### config.mk
export PLATFORM = sky130hd
export DESIGN_NAME = pixel_layer_arbiter
export DESIGN_NICKNAME = d
export VERILOG_FILES = /design/src/rtl/pixel_layer_arbiter.sv
export SDC_FILE = /design/constraint.sdc
export NUM_CORES = 1
export LEC_CHECK = 0
export ABC_AREA = 1
export ABC_CLOCK_PERIOD_IN_PS = 1880
export CORE_UTILIZATION = 31
export CTS_CLUSTER_SIZE = 16
export DETAILED_ROUTE_END_ITERATION = 16
export PLACE_DENSITY = 0.62
export SLEW_MARGIN = 30
export SYNTH_ARGS = -nofsm -noshare
export SYNTH_HDL_FRONTEND = slang
export SYNTH_SLANG_ARGS = --single-unit
### constraint.sdc
create_clock -name Clk -period 1.88 [get_ports Clk]
set_input_delay 0.376 -clock Clk [delete_from_list [all_inputs] [get_ports Clk]]
set_output_delay 0.376 -clock Clk [all_outputs]
set_load 0.005 [all_outputs]
### src/rtl/pixel_layer_arbiter.sv
// pixel_layer_arbiter
// Chooses, for each pixel, the highest-priority opaque sprite layer (or the
// background) and drives its palette index. The palette RGB is registered as
// the VGA colour. Sprites can blink with the frame counter. Overlaps between
// opaque layers are accumulated and reported once per frame.
//
// Flow control: there is no valid/ready handshake. pix_en is a one-Clk
// qualifier. Both pipeline stages load together when pix_en is high and hold
// when it is low. vsync_pulse is an unqualified one-Clk strobe.
module pixel_layer_arbiter #(
  parameter int          NUM_LAYERS = 4,
  parameter logic [3:0]  TRANSP_IDX = 4'h9,
  parameter int          LW         = $clog2(NUM_LAYERS)
) (
  input  logic                    Clk,
  input  logic                    Reset_n,
  input  logic                    pix_en,
  input  logic                    de,
  input  logic                    vsync_pulse,
  input  logic [NUM_LAYERS-1:0]   layer_hit,
  input  logic [4*NUM_LAYERS-1:0] layer_idx,
  input  logic [3:0]              bg_idx,
  input  logic [NUM_LAYERS-1:0]   flash_layer,
  output logic [3:0]              pal_index,
  input  logic [3:0]              pal_red,
  input  logic [3:0]              pal_green,
  input  logic [3:0]              pal_blue,
  output logic [3:0]              red,
  output logic [3:0]              green,
  output logic [3:0]              blue,
  output logic                    de_out,
  output logic [LW:0]             winner,
  output logic [NUM_LAYERS-1:0]   coll_flags,
  output logic                    coll_valid
);

  // Frame counter; bit 3 drives the blink phase (8 frames on, 8 frames off).
  logic [4:0]            frame_cnt;

  // Stage-1 side-band that travels alongside pal_index.
  logic                  s1_de;
  logic [LW:0]           s1_win;

  // Collision bits seen so far in the current frame.
  logic [NUM_LAYERS-1:0] coll_acc;

  // Combinational per-pixel results.
  logic [NUM_LAYERS-1:0] opaque;
  logic [NUM_LAYERS-1:0] coll_hit;
  logic [NUM_LAYERS-1:0] pix_coll;
  logic [3:0]            win_idx;
  logic [LW:0]           win_code;

  // Opacity of each layer: hit, not the transparent index, and not blinked out.
  always_comb begin
    opaque = '0;
    for (int i = 0; i < NUM_LAYERS; i++) begin
      opaque[i] = layer_hit[i]
                  && (layer_idx[4*i +: 4] != TRANSP_IDX)
                  && !(flash_layer[i] && frame_cnt[3]);
    end
  end

  // Priority select. Scan from the lowest priority upward so layer 0 lands last.
  always_comb begin
    win_idx  = bg_idx;
    win_code = {1'b1, {LW{1'b0}}};
    for (int i = NUM_LAYERS - 1; i >= 0; i--) begin
      if (opaque[i]) begin
        win_idx  = layer_idx[4*i +: 4];
        win_code = {1'b0, LW'(i)};
      end
    end
  end

  // Collision term: layer i is opaque and at least one other layer is opaque.
  always_comb begin
    coll_hit = '0;
    for (int i = 0; i < NUM_LAYERS; i++) begin
      coll_hit[i] = opaque[i] && ((opaque & ~(NUM_LAYERS'(1) << i)) != '0);
    end
    pix_coll = (pix_en && de) ? coll_hit : '0;
  end

  // Frame counter advances on each frame-start strobe and wraps naturally.
  always_ff @(posedge Clk or negedge Reset_n) begin
    if (!Reset_n) begin
      frame_cnt <= '0;
    end else if (vsync_pulse) begin
      frame_cnt <= frame_cnt + 5'd1;
    end
  end

  // Stage 1: palette index plus the side-band that travels with it.
  always_ff @(posedge Clk or negedge Reset_n) begin
    if (!Reset_n) begin
      pal_index <= '0;
      s1_de     <= 1'b0;
      s1_win    <= '0;
    end else if (pix_en) begin
      pal_index <= de ? win_idx : 4'h0;
      s1_de     <= de;
      s1_win    <= win_code;
    end
  end

  // Stage 2: register the palette response. Blanked pixels are forced to
  // black so an undriven palette can never reach the display.
  always_ff @(posedge Clk or negedge Reset_n) begin
    if (!Reset_n) begin
      red    <= '0;
      green  <= '0;
      blue   <= '0;
      de_out <= 1'b0;
      winner <= '0;
    end else if (pix_en) begin
      red    <= s1_de ? pal_red   : 4'h0;
      green  <= s1_de ? pal_green : 4'h0;
      blue   <= s1_de ? pal_blue  : 4'h0;
      de_out <= s1_de;
      winner <= s1_win;
    end
  end

  // Collision accumulation. A pixel that coincides with vsync belongs to the
  // frame that is being reported, not to the new one.
  always_ff @(posedge Clk or negedge Reset_n) begin
    if (!Reset_n) begin
      coll_acc   <= '0;
      coll_flags <= '0;
      coll_valid <= 1'b0;
    end else if (vsync_pulse) begin
      coll_flags <= coll_acc | pix_coll;
      coll_acc   <= '0;
      coll_valid <= 1'b1;
    end else begin
      coll_acc   <= coll_acc | pix_coll;
      coll_valid <= 1'b0;
    end
  end

endmodule

==> impl_metrics.tcl <==
set metrics [dict create \
    cts_root_buffer "clkbuf_8" \
    path_cells "clkdlybuf4s50_1" \
    drv_slew 0 \
    crit_required_ns 1.50 \
    die-area_sq_mm 0.00644 \
    cp_num_buf_inv 1 \
    cts_tree "yes" \
    setup_tns_ns 0 \
    hold_violations 0 \
    drtIter0Drc 87 \
    grt_use_total_pct 14.9 \
    gr-usage-met3_pct 3.86 \
    ctsHoldBuffers 0 \
    avgSynthCellArea_sq_um 8.04 \
    vias 1723 \
    netlist_instances 236 \
    yosysWarnings 0 \
    area_delta_synth_final_pct 47.6 \
    grt-ovfl-total 0 \
    h-tree-depth 2 \
    yosysUniqueCellTypes 31 \
    hold_path_class "primary input to async pin" \
    slowest_delay_ns 0.52 \
    post-route-drc-count 0 \
    fin_crit_ns 1.54 \
    power.total_mw 2.39 \
    die_h_um 80.2 \
    nFillCells 617 \
    syn_area_sq_mm 0.00190 \
    grt-busiest-layer "met2" \
    dpl.hpwl_mm 3.33 \
    rsz0062_at_grt "false" \
    skew_ns 0.00730 \
    antenna_cells 0 \
    grt_pass1_vias 1650 \
    avgViaCountPerCell 4.48 \
    clock_latency_ns 0.29 \
    ir_drop_uv 604 \
    max-clock-path-buffers 2 \
    cts-resized-gates 0 \
    synth_nets 282 \
    layout-drive-gt1-share_pct 10.6 \
    cp_max_fo 2 \
    clk_pin_slew_ns 0.08 \
    maxCapViolCount 0 \
    fmax_mhz 648 \
    gp_congestion 0.842 \
    utilization_pct 47.3 \
    critPathCaptureType "output pin" \
    ant_nets 0 \
    detail_route.first_pass.iterations 4 \
    yosysSeqAreaShare_pct 48.8 \
    ios 70 \
    relSlewSlack_pct 70.1 \
    grt_max_degree 38 \
    run_status "finished clean" \
    nets 355 \
    fp.coreArea_sq_mm 0.00592 \
    drt-total-wl_mm 4.38 \
    start_util_pct 32.0 \
    cp.arrival_ns 1.17 \
    use_met1_pct 18.6 \
    total_leakage_power_nw 1.40 \
    setup_viol 0 \
    fin_hold_ws_ns 0.0402 \
    cts_setup_buffers 0 \
    row_count 28 \
    startpoint_type "register" \
    min_period_over_period_pct 82.1 \
    placement.setup.worst_slack_ns 0.0857 \
    antenna_found_initial 0 \
    critPathTopFamily "buffers and inverters" \
    synth_seq_cells 37 \
    die-width_um 80.2 \
    grt_pass1_wl_mm 7.40 \
    clock-sinks 37 \
    tightest_slew_ns 0.449 \
    path_class "register to output pin" \
    port-buffer-count 69 \
    cts_inserted_buffers 5 \
    met2_usage_pct 25.2 \
    cp_slowest_cell "clkdlybuf4s50_1" \
    setup_ws_ns 0.337 \
    route.detailed.wl_per_inst_um 11.4 \
    power_density_mw_per_mm2 854 \
]
==> cell usage after synthesis, drive strengths merged <==
| cell | count | area share [%] |
|---|---|---|
| clkbuf | 3 | 0.59 |
| nor2 | 7 | 1.5 |
| xor2 | 2 | 0.92 |
| a21boi | 2 | 0.99 |
| nand4 | 3 | 0.99 |
| nand3b | 10 | 4.0 |
| o31ai | 1 | 0.40 |
| inv | 27 | 5.3 |
| xnor2 | 1 | 0.46 |
| a31oi | 1 | 0.33 |
| nand3 | 19 | 5.3 |
| a21oi | 8 | 2.9 |
| a21o | 1 | 0.40 |
| buf | 5 | 1.9 |
| nand2 | 99 | 22 |
| o21ai | 8 | 2.3 |
| clkinv | 1 | 0.26 |
| ha | 1 | 0.66 |
| dfrtp | 37 | 49 |
==> flip-flops by register name (all words and copies together), names as in the netlist, 3 cells and up <==
name and flops:
s1_win 3, blue 4, pal_index 4, frame_cnt 4
coll_acc 4, green 4, winner 3, red 4
coll_flags 4
==> through the flow <==
step | std cells | cell area (sq um)
2_1_floorplan | 236 | 1900
3_3_place_gp | 377 | 2680
5_1_grt | 385 | 2800
4_1_cts | 385 | 2800
3_5_place_dp | 377 | 2680
6_report | 385 | 2800
==> power breakdown <==
| part | total, mW | leakage, nW | internal (mW) | switching (mW) |
|---|---|---|---|---|
| Clock | 0.714 | 0.0574 | 0.431 | 0.283 |
| Sequential | 1.03 | 0.480 | 0.922 | 0.105 |
| Combinational | 0.649 | 0.866 | 0.343 | 0.305 |
| Total | 2.39 | 1.40 | 1.70 | 0.693 |
==> layout by cell type (no fill, tap or decap), types with 2 or more instances in the layout <==
master and count:
dfrtp_1 37, nor2_1 6, o21ai_0 4, o21ai_1 3, buf_4 4, nand3_1 18
clkbuf_8 6, nand2_1 91, nand2_4 5, nand2_2 3, nand3b_1 10, inv_2 4
clkdlybuf4s50_1 68, a21oi_1 6, nand4_1 3, xor2_1 2, inv_1 23
==> worst reg2reg max path, delay by kind of cell, from the launching register on <==
family	cells	cell delay, ns
and+or+nand+nor	7	0.59
DFF	1	0.49
AOI/OAI and AO/OA	1	0.24
==> area by class of cell <==
type / count / area (sq um) / area share (%)
Sequential cell: 37 / 926 / 33.1
Clock inverter: 2 / 37.5 / 1.34
Multi-Input combinational cell: 163 / 817 / 29.2
Clock buffer: 6 / 82.6 / 2.95
Tap cell: 75 / 93.8 / 3.35
Inverter: 28 / 106 / 3.80
Timing Repair Buffer: 74 / 736 / 26.3
==> final timing paths <==
kind | slack, ns | endpoint | cells past startpoint | startpoint
hold reg to reg | 0.47 | de_out | 2 | de_out
min in group Clk | 0.47 | de_out | 2 | de_out
max in group asynchronous | 1.65 | frame_cnt[2] | 2 | Reset_n
hold / removal | 0.04 | pal_index[2] | 2 | Reset_n
setup reg to reg | 0.44 | pal_index[0] | 8 | frame_cnt[3]
setup / recovery | 0.34 | coll_flags[0] | 1 | coll_flags[0]
==> kinds of logic (layout without fill, tap and decap cells) <==
| logic type | count (synthesis) | in the layout | synth area share, % |
|---|---|---|---|
| xor gates and xnor gates | 3 | 3 | 1.39 |
| AOI/OAI and AO/OA | 21 | 21 | 7.32 |
| adders and majority gates | 1 | 1 | 0.660 |
| buffers and inverters | 36 | 110 | 8.11 |
| DFF | 37 | 37 | 48.8 |
| and+or+nand+nor | 138 | 138 | 33.7 |
==> routing by layer <==
metal / part of all wire, % / vias to the layer above
met5: 0 / -
met4: 1.4 / 0
met3: 5.4 / 9
met2: 47 / 46
met1: 46 / 777
li1: - / 891
Power figures use the tool's default switching activity.
